`config.mk`:
```
export PLATFORM = sky130hd
export DESIGN_NAME = scan_test_controller
export DESIGN_NICKNAME = d
export VERILOG_FILES = /design/src/rtl/scan_test_controller.sv
export SDC_FILE = /design/constraint.sdc
export NUM_CORES = 1
export LEC_CHECK = 0
export BUFFER_PORTS_ARGS = -buffer_cell sky130_fd_sc_hd__buf_2
export CAP_MARGIN = 10
export CORE_ASPECT_RATIO = 0.75
export CORE_MARGIN = 5
export CORE_UTILIZATION = 45
export CTS_BUF_LIST = sky130_fd_sc_hd__clkbuf_2 sky130_fd_sc_hd__clkbuf_4 sky130_fd_sc_hd__clkbuf_8
export CTS_CLUSTER_DIAMETER = 120
export DETAILED_ROUTE_END_ITERATION = 7
export GPL_ROUTABILITY_DRIVEN = 1
export GPL_TIMING_DRIVEN = 0
export PLACE_DENSITY = 0.71
export SLEW_MARGIN = 15
export SYNTH_ARGS = -nofsm -noshare
export SYNTH_HDL_FRONTEND = slang
export SYNTH_SLANG_ARGS = --single-unit
```
`constraint.sdc`:
```
create_clock -name clk -period 5.4 [get_ports clk]
set_clock_uncertainty 0.05 [all_clocks]
set_input_delay 0.27 -clock clk [delete_from_list [all_inputs] [get_ports clk]]
set_output_delay 0.27 -clock clk [all_outputs]
set_load 0.01 [all_outputs]
```
`src/rtl/scan_test_controller.sv`:
```
// scan_test_controller
// Applies one full-scan pattern at a time to a single-chain CUT. Each pattern
// goes through four phases: load the chain serially, pulse one capture cycle,
// unload the captured response, then hold the result for a handshake.
// Every output is decoded from registered state, so the CUT and the result
// consumer never see a combinational path from any controller input.

module scan_test_controller #(
   parameter int CHAIN_LEN = 26,
   parameter int PI_W      = 8,
   parameter int PO_W      = 8,
   parameter int CNT_W     = 16
) (
   input  logic                      clk,
   input  logic                      reset,
   // pattern source
   input  logic                      pat_valid,
   output logic                      pat_ready,
   input  logic [PI_W-1:0]           pat_pi,
   input  logic [CHAIN_LEN-1:0]      pat_ppi,
   input  logic [PO_W-1:0]           pat_exp_po,
   input  logic [CHAIN_LEN-1:0]      pat_exp_ppo,
   // CUT scan and functional ports
   output logic                      scan_en,
   output logic                      scan_in,
   input  logic                      scan_out,
   output logic                      capture_en,
   output logic [PI_W-1:0]           cut_pi,
   input  logic [PO_W-1:0]           cut_po,
   // result consumer
   output logic                      res_valid,
   input  logic                      res_ready,
   output logic                      res_pass,
   output logic [PO_W+CHAIN_LEN-1:0] res_diff,
   output logic [CNT_W-1:0]          pat_count,
   output logic [CNT_W-1:0]          fail_count
);

   typedef enum logic [2:0] {
      IDLE   = 3'd0,
      LOAD   = 3'd1,
      CAPT   = 3'd2,
      UNLOAD = 3'd3,
      RESP   = 3'd4
   } state_t;

   // Counts 0..CHAIN_LEN-1 across one LOAD or UNLOAD phase.
   localparam int BC_W = $clog2(CHAIN_LEN + 1);
   localparam logic [BC_W-1:0] LAST_BIT = BC_W'(CHAIN_LEN - 1);
   localparam logic [CNT_W-1:0] CNT_MAX = '1;

   state_t                   state;
   state_t                   state_next;
   logic [BC_W-1:0]          bit_cnt;
   logic [CHAIN_LEN-1:0]     load_sr;
   logic [PO_W-1:0]          exp_po;
   logic [CHAIN_LEN-1:0]     exp_ppo;
   logic [PO_W-1:0]          po_cap;
   logic [CHAIN_LEN-1:0]     ppo_cap;
   logic [PO_W+CHAIN_LEN-1:0] diff_raw;

   logic accept;
   logic last_bit;
   logic res_done;

   // pat_ready is a pure decode of IDLE, so acceptance needs only pat_valid there.
   assign accept   = (state == IDLE) && pat_valid;
   assign last_bit = (bit_cnt == LAST_BIT);
   assign res_done = (state == RESP) && res_ready;
   assign diff_raw = {po_cap, ppo_cap} ^ {exp_po, exp_ppo};

   // State register; reset abandons any pattern in flight.
   always_ff @(posedge clk or posedge reset) begin
      if (reset) begin
         state <= IDLE;
      end else begin
         state <= state_next;
      end
   end

   // Phase sequencing: LOAD and UNLOAD each last CHAIN_LEN cycles, CAPT one.
   always_comb begin
      state_next = state;
      case (state)
         IDLE:    if (accept)   state_next = LOAD;
         LOAD:    if (last_bit) state_next = CAPT;
         CAPT:                  state_next = UNLOAD;
         UNLOAD:  if (last_bit) state_next = RESP;
         RESP:    if (res_ready) state_next = IDLE;
         default:               state_next = IDLE;
      endcase
   end

   // Bit counter restarts at each acceptance and at the end of capture.
   always_ff @(posedge clk or posedge reset) begin
      if (reset) begin
         bit_cnt <= '0;
      end else if (accept || state == CAPT) begin
         bit_cnt <= '0;
      end else if (state == LOAD || state == UNLOAD) begin
         bit_cnt <= last_bit ? '0 : bit_cnt + BC_W'(1);
      end
   end

   // Pattern latch: stimulus, expected response and the held primary inputs.
   // The MSB of load_sr is presented first so it travels furthest down the
   // chain and ends in cell CHAIN_LEN-1.
   always_ff @(posedge clk or posedge reset) begin
      if (reset) begin
         load_sr <= '0;
         exp_po  <= '0;
         exp_ppo <= '0;
         cut_pi  <= '0;
      end else if (accept) begin
         load_sr <= pat_ppi;
         exp_po  <= pat_exp_po;
         exp_ppo <= pat_exp_ppo;
         cut_pi  <= pat_pi;
      end else if (state == LOAD) begin
         load_sr <= {load_sr[CHAIN_LEN-2:0], 1'b0};
      end
   end

   // Response capture: primary outputs on the capture edge, then the chain
   // tail is sampled on the same edges the CUT shifts, tail cell first.
   always_ff @(posedge clk or posedge reset) begin
      if (reset) begin
         po_cap  <= '0;
         ppo_cap <= '0;
      end else if (state == CAPT) begin
         po_cap <= cut_po;
      end else if (state == UNLOAD) begin
         ppo_cap <= {ppo_cap[CHAIN_LEN-2:0], scan_out};
      end
   end

   // Result counters advance on the result handshake and stick at all-ones.
   always_ff @(posedge clk or posedge reset) begin
      if (reset) begin
         pat_count  <= '0;
         fail_count <= '0;
      end else if (res_done) begin
         if (pat_count != CNT_MAX) begin
            pat_count <= pat_count + CNT_W'(1);
         end
         if ((diff_raw != '0) && (fail_count != CNT_MAX)) begin
            fail_count <= fail_count + CNT_W'(1);
         end
      end
   end

   // Output decode from registered state only.
   always_comb begin
      pat_ready  = (state == IDLE);
      scan_en    = (state == LOAD) || (state == UNLOAD);
      scan_in    = (state == LOAD) ? load_sr[CHAIN_LEN-1] : 1'b0;
      capture_en = (state == CAPT);
      res_valid  = (state == RESP);
      res_diff   = (state == RESP) ? diff_raw : '0;
      res_pass   = (state == RESP) && (diff_raw == '0);
   end

endmodule

```
==> results.md <==
Global route:
- The number of antenna violations at the first check in global routing was 2.
- Entering global routing, the biggest net connects 87 pins.
- The wire length of the first global-routing pass is 26,990 um.
- The via count of the first global-routing pass is approximately 5,400.
- The remaining global-route overflow is 0.
- Global routing consumed, over all layers together, 20.35% of the routing resources.

Synthesis:
- Sorting the synthesized cells by how often they occur yields dfrtp_1, mux2_2, xnor2_1.
- The share of the yosys chip area belonging to registers is between 50% and 60%.
- The number of nets handed over by synthesis was just over 600.
- Among all flip-flop cells after synthesis, the most frequent one is dfrtp_1.
- In the post-synthesis netlist, the cell with the most instances is dfrtp_1.
- The area of the mapped netlist is between 0.006 and 0.007 mm^2.
- Yosys attributes the largest share of cell area to dfrtp_1, mux2_2, xnor2_1, mux2i_1, nor2_1.
- The fraction of registers with async set/reset is 100.0%.
- The area fraction of the dominant cell type after synthesis is between 50 and 60%.
- The netlist uses between 40 and 50 different library cells.
- For this run, the number of Yosys warnings is 0.
- Yosys mapped a number of flops with a built-in enable equal to 0.
- In this run, synthesis produced a sequential element count of 142.
- The largest total area in the synthesized netlist belongs to dfrtp_1.
- The average instance in the mapped netlist occupies roughly 12 um^2.
- The instance count of the mapped netlist is 530.

CTS:
- TritonCTS built the clock tree.
- The number of buffers created by CTS is 17.
- Clock-pin slew was measured on the worst setup and hold paths at approximately 80 ps.
- After clock tree synthesis, the flow added hold-fix buffers numbering 65.
- The clock reaches the later pin of the worst-skew pair after 440 ps.
- In this run the post-CTS setup repair buffer count came out at 0.
- CTS saw 142 sinks.
- The tree is rooted in a clkbuf_8.
- The maximum clock path buffer count is 2.
- The H-tree was split into 4 levels.
- The number of gates resized after CTS was 0.

Power and ir drop:
- The internal power of the cells totals approximately 2500 uW.
- The standby leakage power is ~0.0042 uW.
- Across the VDD grid, the largest voltage drop is between 0.2 and 0.25 mV.
- The total power per unit cell area is approximately 430 mW/mm^2.
- Combinational logic is responsible for between 30% and 40% of the overall power.
- Net switching is approximately a third of the power.
- After layout, the design draws a total of 3715 uW.
- In this run the power spent charging and discharging nets is ~1200 uW.
- In this run, flip-flops and latches consume 43.8% of the power.
- The portion of total power attributed to the clock network is roughly 25%.

Finish:
- The layout has between 1,000 and 1,500 filler cells.
- The layout cell share with drive strength beyond 1 is 37.85%.
- The synthesis-to-finish area growth is 33.62%.
- Cells fill 62.04% of the core in the end.
- At the end of the flow, the number of nets in the layout was 862.
- The count of placed standard cells in the final layout, fillers left out is between 900 and 1,000.

STA:
- Setup repair after global routing left no endpoint under its margin.
- The setup TNS after final layout is 0 ps.
- The worst-case headroom to the max-slew limit is 57.13%.
- Setup violations remaining at the end of the flow were counted as 0.
- Counting I/O delays and the setup requirement, the final critical path takes about 2600 ps.
- The number of endpoints with negative hold slack in the final report is 0.
- The worst path uses between 40% and 50% of the clock period.
- The number of max-slew violations in the final report came to 0.
- Timing would allow up to 386.8 MHz.
- The final hold slack is 27.17 ps.
- For the pin with the worst max-slew slack, the measured transition is between 600 and 700 ps.

Critical path:
- The critical path starts at po_cap[5].
- Along the worst path, the maximum fanout reaches 2.
- At the worst endpoint, the required time is approximately 5100 ps.
- The capturing element type of the critical path is a primary output.
- The destination of the critical timing path is res_pass.
- The critical path is of the register to primary output type.
- STA classifies the critical path startpoint as a register.
- The worst register-to-register path begins at state[1].
- Across all register-to-register paths, the minimum setup slack is between 3000 and 4000 ps.
- The endpoint identified for the worst register-to-register timing path is exp_po[1].
- The number of cells on the worst reg-to-reg path is 7.
- Data arrives at the worst endpoint at 2270 ps.

Placement:
- Detailed placement finished with a half-perimeter wire length of about 12,000 um.
- The final weighted congestion in routability-driven placement is roughly 0.90.
- Input and output buffers added on the ports amount to 160.
- The post-placement cell count is about 870.

Min path:
- The tightest min-delay check is of the input port to register type.

Detailed routing:
- The iteration-0 DRC count of the detailed router is 260.
- The via density per instance is approximately 5.2.
- In the routed design, unresolved DRC markers number 0.
- The count of nets left with antenna violations once routing finished came out at 0.
- The sum of routed wire length over all layers is ~17,000 um.
- The first detailed-routing pass ran for 4 iterations.
- The total number of vias is 4,990.
- Dividing the detail-routed wire length by the instance count gives between 15 and 20 um.

Run:
- Across the run, the number of max-cap violations was 0.

Outcome:
- The run finished with clean final reports.

Die:
- The die height is about 110 um.
- The die span in x is 148.2 um.
- The number of ports placed on the die boundary is between 150 and 200.
- The floorplan has 37 rows.
- The starting density of the core is a little under half.
- The die covers about 0.017 mm^2.
- The core region is approximately 0.014 mm^2.
==> critical path, cell delays in order, from the launching register on <==
cell,delay (ps)
dfrtp_1,400
xnor2_1,330
nand4_1,270
nor4_4,390
nand3_1,120
nor2_1,150
buf_2,150
==> worst min path at each step <==
stage	depth (start not counted)	slack, ps	end	start
floorplan	1	330	state[2]	res_ready
global placement	1	430	pat_count[11]	pat_count[11]
detailed placement	2	270	pat_count[5]	reset
CTS	2	0.4	exp_po[5]	pat_exp_po[5]
global route	2	2	exp_ppo[2]	pat_exp_ppo[2]
finish	2	30	exp_po[3]	pat_exp_po[3]
==> logic make-up (layout without fill, tap and decap cells) <==
logic type | count (synthesis) | in the layout | synth area share (%)
mux | 101 | 101 | 17.19
simple gates | 150 | 150 | 11.78
compound gates | 38 | 38 | 4.016
xor+xnor | 65 | 65 | 8.828
fa+ha+maj | 4 | 4 | 0.7761
buf+inv | 30 | 290 | 2.309
other cells | 0 | 1 | 0
flops | 142 | 142 | 55.10
==> registers in the layout, indices dropped and copies added, names as in the netlist <==
name and count:
pat_count 16, ppo_cap 26, exp_po 8, exp_ppo 26, fail_count 16, cut_pi 8
bit_cnt 5, load_sr 26, po_cap 8, state 3
==> cell usage in the layout, fill, tap and decap left out, types with 6 or more instances in the layout <==
cell type        n
nand2_1         41
o21ai_0         26
nand4_1         19
nor2_1          44
clkbuf_8        18
dlygate4sd3_1   67
clkbuf_1         8
mux2i_1         23
dfrtp_1        142
nor3_1           6
mux2_2          78
xnor2_1         58
xor2_1           7
nand3_1         14
buf_2          171
==> power groups by stage <==
| stage | registers (uW) | clock network, uW | logic, uW |
|---|---|---|---|
| floorplan | 1600 | 0 | 838 |
| global placement | 1620 | 0 | 1070 |
| detailed placement | 1640 | 0 | 1120 |
| CTS | 1620 | 950 | 1160 |
| global route | 1670 | 994 | 1280 |
| finish | 1630 | 927 | 1160 |
==> through the flow <==
step	area [um^2]	worst slack, ps
2_1_floorplan	6449	1270
3_3_place_gp	7468	-225.9
3_5_place_dp	7503	3154
4_1_cts	8594	2727
5_1_grt	8617	2645
6_report	8617	2814
==> per-layer routing <==
metal | global-route usage [%] | routed length, um
met4 | 6.831 | 310
met3 | 6.275 | 997
met1 | 26.61 | 7473
met2 | 32.56 | 8105
met5 | 0 | 20
==> final cells by class <==
| cell class | instances | area (um^2) | area share (%) |
|---|---|---|---|
| diodes | 1 | 2.502 | 0.02904 |
| plain buffers | 24 | 126.4 | 1.467 |
| clock buffers | 18 | 247.7 | 2.875 |
| clock inverters | 14 | 192.7 | 2.236 |
| inverters | 6 | 30.03 | 0.3485 |
| multi-input cells | 358 | 2746 | 31.87 |
| flip-flops and latches | 142 | 3553 | 41.24 |
| well taps | 175 | 219.0 | 2.541 |
| repair buffers | 228 | 1499 | 17.40 |
Note: power is estimated with default switching activity, not from simulation.
